**src/rtl/pe_feeder_pkg.sv**
```systemverilog
`default_nettype none
// ============================================================================
//  Module   : pe_feeder_pkg
//  Brief    : Shared FSM state encoding, PE control codes and result width.
//  Revision : 1.0
// ============================================================================
package pe_feeder_pkg;

   typedef enum logic [2:0] {
      ST_IDLE  = 3'd0,
      ST_FETCH = 3'd1,
      ST_DRAIN = 3'd2,
      ST_WAIT  = 3'd3,
      ST_DONE  = 3'd4
   } state_t;

   localparam logic [1:0] CTL_FIRST = 2'b01;
   localparam logic [1:0] CTL_LAST  = 2'b10;
   localparam int         RESULT_W  = 32;

   function automatic logic [1:0] ctl_code(input logic first, input logic last);
      return (first ? CTL_FIRST : 2'b00) | (last ? CTL_LAST : 2'b00);
   endfunction

endpackage
`default_nettype wire

```
**src/rtl/pe_feeder_addr_gen.sv**
```systemverilog
`default_nettype none
// ============================================================================
//  Module   : pe_feeder_addr_gen
//  Brief    : Walks both buffers element by element, flagging first/last.
//  Revision : 1.0
// ============================================================================
module pe_feeder_addr_gen
   import pe_feeder_pkg::*;
#(
   parameter int ADDR_W = 8
)(
   input  logic              clk,
   input  logic              rst,
   input  logic              load,
   input  logic [ADDR_W-1:0] len,
   input  logic [ADDR_W-1:0] n_base,
   input  logic [ADDR_W-1:0] w_base,
   output logic              rd_en,
   output logic [ADDR_W-1:0] n_addr,
   output logic [ADDR_W-1:0] w_addr,
   output logic              first,
   output logic              last
);

   // elements still to be issued, counting the one on the bus now
   logic [ADDR_W-1:0] remaining;

   always_ff @(posedge clk) begin
      if (rst) begin
         rd_en     <= 1'b0;
         n_addr    <= '0;
         w_addr    <= '0;
         remaining <= '0;
         first     <= 1'b0;
      end else if (load) begin
         rd_en     <= 1'b1;
         n_addr    <= n_base;
         w_addr    <= w_base;
         remaining <= len;
         first     <= 1'b1;
      end else if (rd_en) begin
         first     <= 1'b0;
         remaining <= remaining - 1'b1;
         if (remaining == ADDR_W'(1)) begin
            rd_en <= 1'b0;
         end else begin
            n_addr <= n_addr + 1'b1;
            w_addr <= w_addr + 1'b1;
         end
      end
   end

   assign last = rd_en && (remaining == ADDR_W'(1));

endmodule
`default_nettype wire

```
**src/rtl/pe_feeder.sv**
```systemverilog
`default_nettype none
// ============================================================================
//  Module   : pe_feeder
//  Brief    : Streams neuron/weight pairs to a serial PE and captures its
//             dot-product result. Optional WAIT timeout: PE_FEEDER_TIMEOUT_EN.
//  Revision : 1.0
// ============================================================================
module pe_feeder
   import pe_feeder_pkg::*;
#(
   parameter int ADDR_W  = 8,
   parameter int TIMEOUT = 16
)(
   input  logic                 clk,
   input  logic                 rst,
   input  logic                 start,
   input  logic [ADDR_W-1:0]    len,
   input  logic [ADDR_W-1:0]    n_base,
   input  logic [ADDR_W-1:0]    w_base,
   output logic                 busy,
   output logic                 done,
   output logic [RESULT_W-1:0]  result_o,
   output logic                 err,
   output logic                 n_rd_en,
   output logic [ADDR_W-1:0]    n_addr,
   input  logic [15:0]          n_rd_data,
   output logic                 w_rd_en,
   output logic [ADDR_W-1:0]    w_addr,
   input  logic [15:0]          w_rd_data,
   output logic signed [15:0]   pe_neuron,
   output logic signed [15:0]   pe_weight,
   output logic [1:0]           pe_ctl,
   output logic                 pe_vld,
   input  logic [RESULT_W-1:0]  pe_result,
   input  logic                 pe_vld_i
);

   state_t state;
   logic   load;
   logic   ag_rd_en;
   logic   ag_first;
   logic   ag_last;

   assign load = (state == ST_IDLE) && start && (len != '0);

   pe_feeder_addr_gen #(
      .ADDR_W (ADDR_W)
   ) u_addr_gen (
      .clk    (clk),
      .rst    (rst),
      .load   (load),
      .len    (len),
      .n_base (n_base),
      .w_base (w_base),
      .rd_en  (ag_rd_en),
      .n_addr (n_addr),
      .w_addr (w_addr),
      .first  (ag_first),
      .last   (ag_last)
   );

   assign n_rd_en = ag_rd_en;
   assign w_rd_en = ag_rd_en;

   // read data arrives one cycle after the address, so control follows by one
   always_ff @(posedge clk) begin
      if (rst) begin
         pe_vld <= 1'b0;
         pe_ctl <= 2'b00;
      end else begin
         pe_vld <= ag_rd_en;
         pe_ctl <= ag_rd_en ? ctl_code(ag_first, ag_last) : 2'b00;
      end
   end

   assign pe_neuron = pe_vld ? signed'(n_rd_data) : 16'sd0;
   assign pe_weight = pe_vld ? signed'(w_rd_data) : 16'sd0;

`ifdef PE_FEEDER_TIMEOUT_EN
   localparam int TMO_W = (TIMEOUT > 1) ? $clog2(TIMEOUT) : 1;
   logic [TMO_W-1:0] wait_cnt;
`else
   // without the timeout the error flag can never be raised
   assign err = (TIMEOUT < 0);
`endif

   always_ff @(posedge clk) begin
      if (rst) begin
         state    <= ST_IDLE;
         busy     <= 1'b0;
         done     <= 1'b0;
         result_o <= '0;
`ifdef PE_FEEDER_TIMEOUT_EN
         err      <= 1'b0;
         wait_cnt <= '0;
`endif
      end else begin
         done <= 1'b0;
         case (state)
            ST_IDLE: begin
               if (start) begin
`ifdef PE_FEEDER_TIMEOUT_EN
                  err <= 1'b0;
`endif
                  if (len == '0) begin
                     state    <= ST_DONE;
                     done     <= 1'b1;
                     result_o <= '0;
                  end else begin
                     state <= ST_FETCH;
                     busy  <= 1'b1;
                  end
               end
            end
            ST_FETCH: begin
               if (ag_last) begin
                  state <= ST_DRAIN;
               end
            end
            ST_DRAIN: begin
               state <= ST_WAIT;
`ifdef PE_FEEDER_TIMEOUT_EN
               wait_cnt <= '0;
`endif
            end
            ST_WAIT: begin
               if (pe_vld_i) begin
                  result_o <= pe_result;
                  state    <= ST_DONE;
                  busy     <= 1'b0;
                  done     <= 1'b1;
               end
`ifdef PE_FEEDER_TIMEOUT_EN
               else if (wait_cnt == TMO_W'(TIMEOUT - 1)) begin
                  result_o <= '0;
                  err      <= 1'b1;
                  state    <= ST_DONE;
                  busy     <= 1'b0;
                  done     <= 1'b1;
               end else begin
                  wait_cnt <= wait_cnt + 1'b1;
               end
`endif
            end
            ST_DONE: begin
               state <= ST_IDLE;
            end
            default: begin
               state <= ST_IDLE;
               busy  <= 1'b0;
            end
         endcase
      end
   end

endmodule
`default_nettype wire

```
**config.mk**
```make
export PLATFORM = sky130hd
export DESIGN_NAME = pe_feeder
export DESIGN_NICKNAME = d
export VERILOG_FILES = /design/src/rtl/pe_feeder_pkg.sv /design/src/rtl/pe_feeder_addr_gen.sv /design/src/rtl/pe_feeder.sv
export SDC_FILE = /design/constraint.sdc
export NUM_CORES = 1
export LEC_CHECK = 0
export ABC_AREA = 1
export BUFFER_PORTS_ARGS = -buffer_cell sky130_fd_sc_hd__buf_2
export CELL_PAD_IN_SITES_DETAIL_PLACEMENT = 1
export CELL_PAD_IN_SITES_GLOBAL_PLACEMENT = 2
export CORE_MARGIN = 4
export CORE_UTILIZATION = 24
export CTS_CLUSTER_SIZE = 16
export DETAILED_ROUTE_END_ITERATION = 8
export GPL_ROUTABILITY_DRIVEN = 0
export HOLD_SLACK_MARGIN = 0.08
export PLACE_DENSITY = 0.92
export RECOVER_POWER = 50
export SYNTH_ARGS = -nofsm -noshare
export SYNTH_HDL_FRONTEND = slang
export SYNTH_SLANG_ARGS = --single-unit
export TNS_END_PERCENT = 1
```
**constraint.sdc**
```tcl
create_clock -name clk -period 4.2 [get_ports clk]
set_input_delay 0.21 -clock clk [delete_from_list [all_inputs] [get_ports clk]]
set_output_delay 0.21 -clock clk [all_outputs]
set_load 0.005 [all_outputs]
```
==> impl_metrics.tcl <==
set metrics [dict create \
    outcome "finished, violations left" \
    violations "max-capacitance violations, max-slew violations" \
    antenna_found_initial 0 \
    cts_tree "done" \
    synth_cell_types 33 \
    clock.fmax_ghz 0.366 \
    diodes 0 \
    critical_path_arrival_ps 2950 \
    row_count 43 \
    hp-start "pe_result[17]" \
    hold_viol_final 0 \
    syn2layout_area_growth_pct 35.6 \
    ys_ff_latch 66 \
    regArea_mm2 0.00132 \
    min_period_over_period_pct 65.0 \
    cap_violations 1 \
    synth_area_per_cell_um2 6.48 \
    dieHeight_um 129 \
    cts_resized 0 \
    final_layout_size_suffix_gt1_share_pct 24.4 \
    cts_setup_buffers 0 \
    r2r.worst_path.cells 8 \
    ant_nets 0 \
    post-place-ws_ps 2160 \
    multi_input_area_mm2 0.00175 \
    synth_area_mm2 0.00350 \
    drt-total-wl_um 11700 \
    die_area_mm2 0.0166 \
    placed_area_mm2 0.00446 \
    tns_ps 0 \
    track_usage_pct 13.8 \
    yosys_warnings 0 \
    insertion_delay_ps 330 \
    drtIter0Drc 164 \
    fillCellCount 1886 \
    syn_inst 540 \
    max_stage_delay_ps 1330 \
    slowest_stage "clkbuf_1" \
    hold_path_depth 3 \
    mostFrequentLayoutCells "nand2_1 (158), buf_2 (142), dfxtp_1 (66)" \
    numCtsBuffers 9 \
    yosysSeqAreaShare_pct 37.8 \
    holdPathEnd "result_o[17]" \
    min_path_type "input port to register" \
    clock_sinks 66 \
    vdd_drop_max_mv 0.188 \
    grt_max_degree 42 \
    drc_errors 0 \
    design_area_mm2 0.00474 \
    period_needed_ps 2730 \
    setup_viol 0 \
    synth_fp_nets 636 \
    dp_hpwl_um 8700 \
    p_leak_nw 2.52 \
    required_ps 4420 \
    dieWidth_um 129 \
    clock_skew_ps 3.98 \
    vias 3882 \
    clockBufferDepth 2 \
    via_per_inst 4.38 \
    worst_slew_pin_slew_ps 1860 \
    htree_levels 3 \
    io_pins 180 \
    root_buffer "clkbuf_16" \
    grt_overflow_total 0 \
    grt_pass1_vias 3796 \
    r2r_start "state[1]" \
    start_util_pct 24.8 \
    slew_violations 42 \
    worst-path-max-fanout 41 \
    hold_buffers 0 \
    r2r_slack_ps 1760 \
    port_buffers 178 \
    path_clk_slew_ps 60 \
    grt_pass1_wl_um 18600 \
    endpoint_kind "register" \
    power.density_mw_per_mm2 583 \
    relSlewSlack_pct -23.7 \
    nNetsFinal 798 \
    worstPathCellList "buf_2, clkbuf_1, inv_1, o21ai_0, a21oi_1" \
    startpoint_type "input port" \
    final_common_cell "nand2_1" \
    r2r-end "u_addr_gen.remaining[2]" \
    path_class "input port to register" \
    drt-wirelength-per-cell_um 13.2 \
    core_area_mm2 0.0141 \
    finalWorstSetupSlack_ps 1470 \
    rsz0062_at_grt "no" \
    first_pass_iters 4 \
]
-- cells by family (layout without fill, tap and decap cells) --
logic type                 Yosys count  after routing  synth area share (%)
AOI/OAI and AO/OA                   69             69                  10.5
xor gates and xnor gates             8              8                  2.00
adders and majority gates            4              4                  1.43
other                                1              1                 0.107
DFF                                 66             66                  37.8
buffers and inverters               96            262                  12.1
and+or+nand+nor                    296            296                  36.1
-- sequential cells by signal, summed over array words and instances, names as in the netlist --
name	cells
result_o	32
u_addr_gen.n_addr	8
u_addr_gen.first	1
u_addr_gen.w_addr	8
pe_ctl	2
busy	1
u_addr_gen.rd_en	1
pe_vld	1
done	1
state	3
u_addr_gen.remaining	8
-- per-layer routing --
metal  GRT usage [%]  share of wire [%]  vias up
met3            5.73                8.6        7
li1                -                  -     2003
met1            17.3                 45     1769
met2            22.1                 46      103
met5               0                  0        -
met4            3.52               0.90        0
-- worst max path at each step --
| stage | from | endpoint | slack (ps) | cells past startpoint |
|---|---|---|---|---|
| after floorplan | u_addr_gen.remaining[1] | u_addr_gen.w_addr[0] | 2860 | 9 |
| after global placement | state[0] | result_o[22] | 2210 | 6 |
| after detailed placement | state[0] | result_o[19] | 2160 | 6 |
| after CTS | state[0] | result_o[27] | 2140 | 6 |
| after global routing | rst | u_addr_gen.remaining[0] | 1140 | 5 |
| final | rst | u_addr_gen.remaining[0] | 1470 | 5 |
-- synth_stat cells, drive strengths merged --
library cell,n,area share (%)
a21oi,39,5.6
a31oi,1,0.18
and3,1,0.18
buf,20,3.8
clkbuf,9,0.97
conb,1,0.11
dfxtp,66,38
ha,4,1.4
inv,67,7.3
nand2,160,17
nand3,58,8.8
nand3b,1,0.21
nand4,4,0.72
nor2,69,8.0
nor3,2,0.61
o21ai,25,3.9
o21bai,4,0.86
or2,1,0.18
xor2,8,2.0
-- metrics by stage --
step	std cells	power, mW	util, %	hold slack (ps)
CTS	886	2.83	34.1	109
floorplan	540	1.62	-	357
finish	886	2.77	33.6	126
detailed placement	871	1.94	31.7	455
global placement	871	1.92	31.7	455
global route	886	3.00	33.6	125
-- report_power, final --
part	internal (mW)	switching, mW
Clock	0.592	0.288
Combinational	0.378	0.591
Sequential	0.761	0.157
-- worst max-delay path, delay by kind of cell --
family / cells / cell delay [ps]
buffers and inverters: 3 / 2330
AO/OA/AOI/OAI: 2 / 400
-- layout make-up --
| class | instances | share of cell area (%) |
|---|---|---|
| inverter | 67 | 5.35 |
| sequential | 66 | 27.9 |
| multi-input combinational | 378 | 36.9 |
| clock inverter | 5 | 2.16 |
| clock buffer | 10 | 5.04 |
| tap | 180 | 4.75 |
| timing repair buffer | 180 | 18.0 |
No activity file was read; power rests on OpenSTA's default activity.
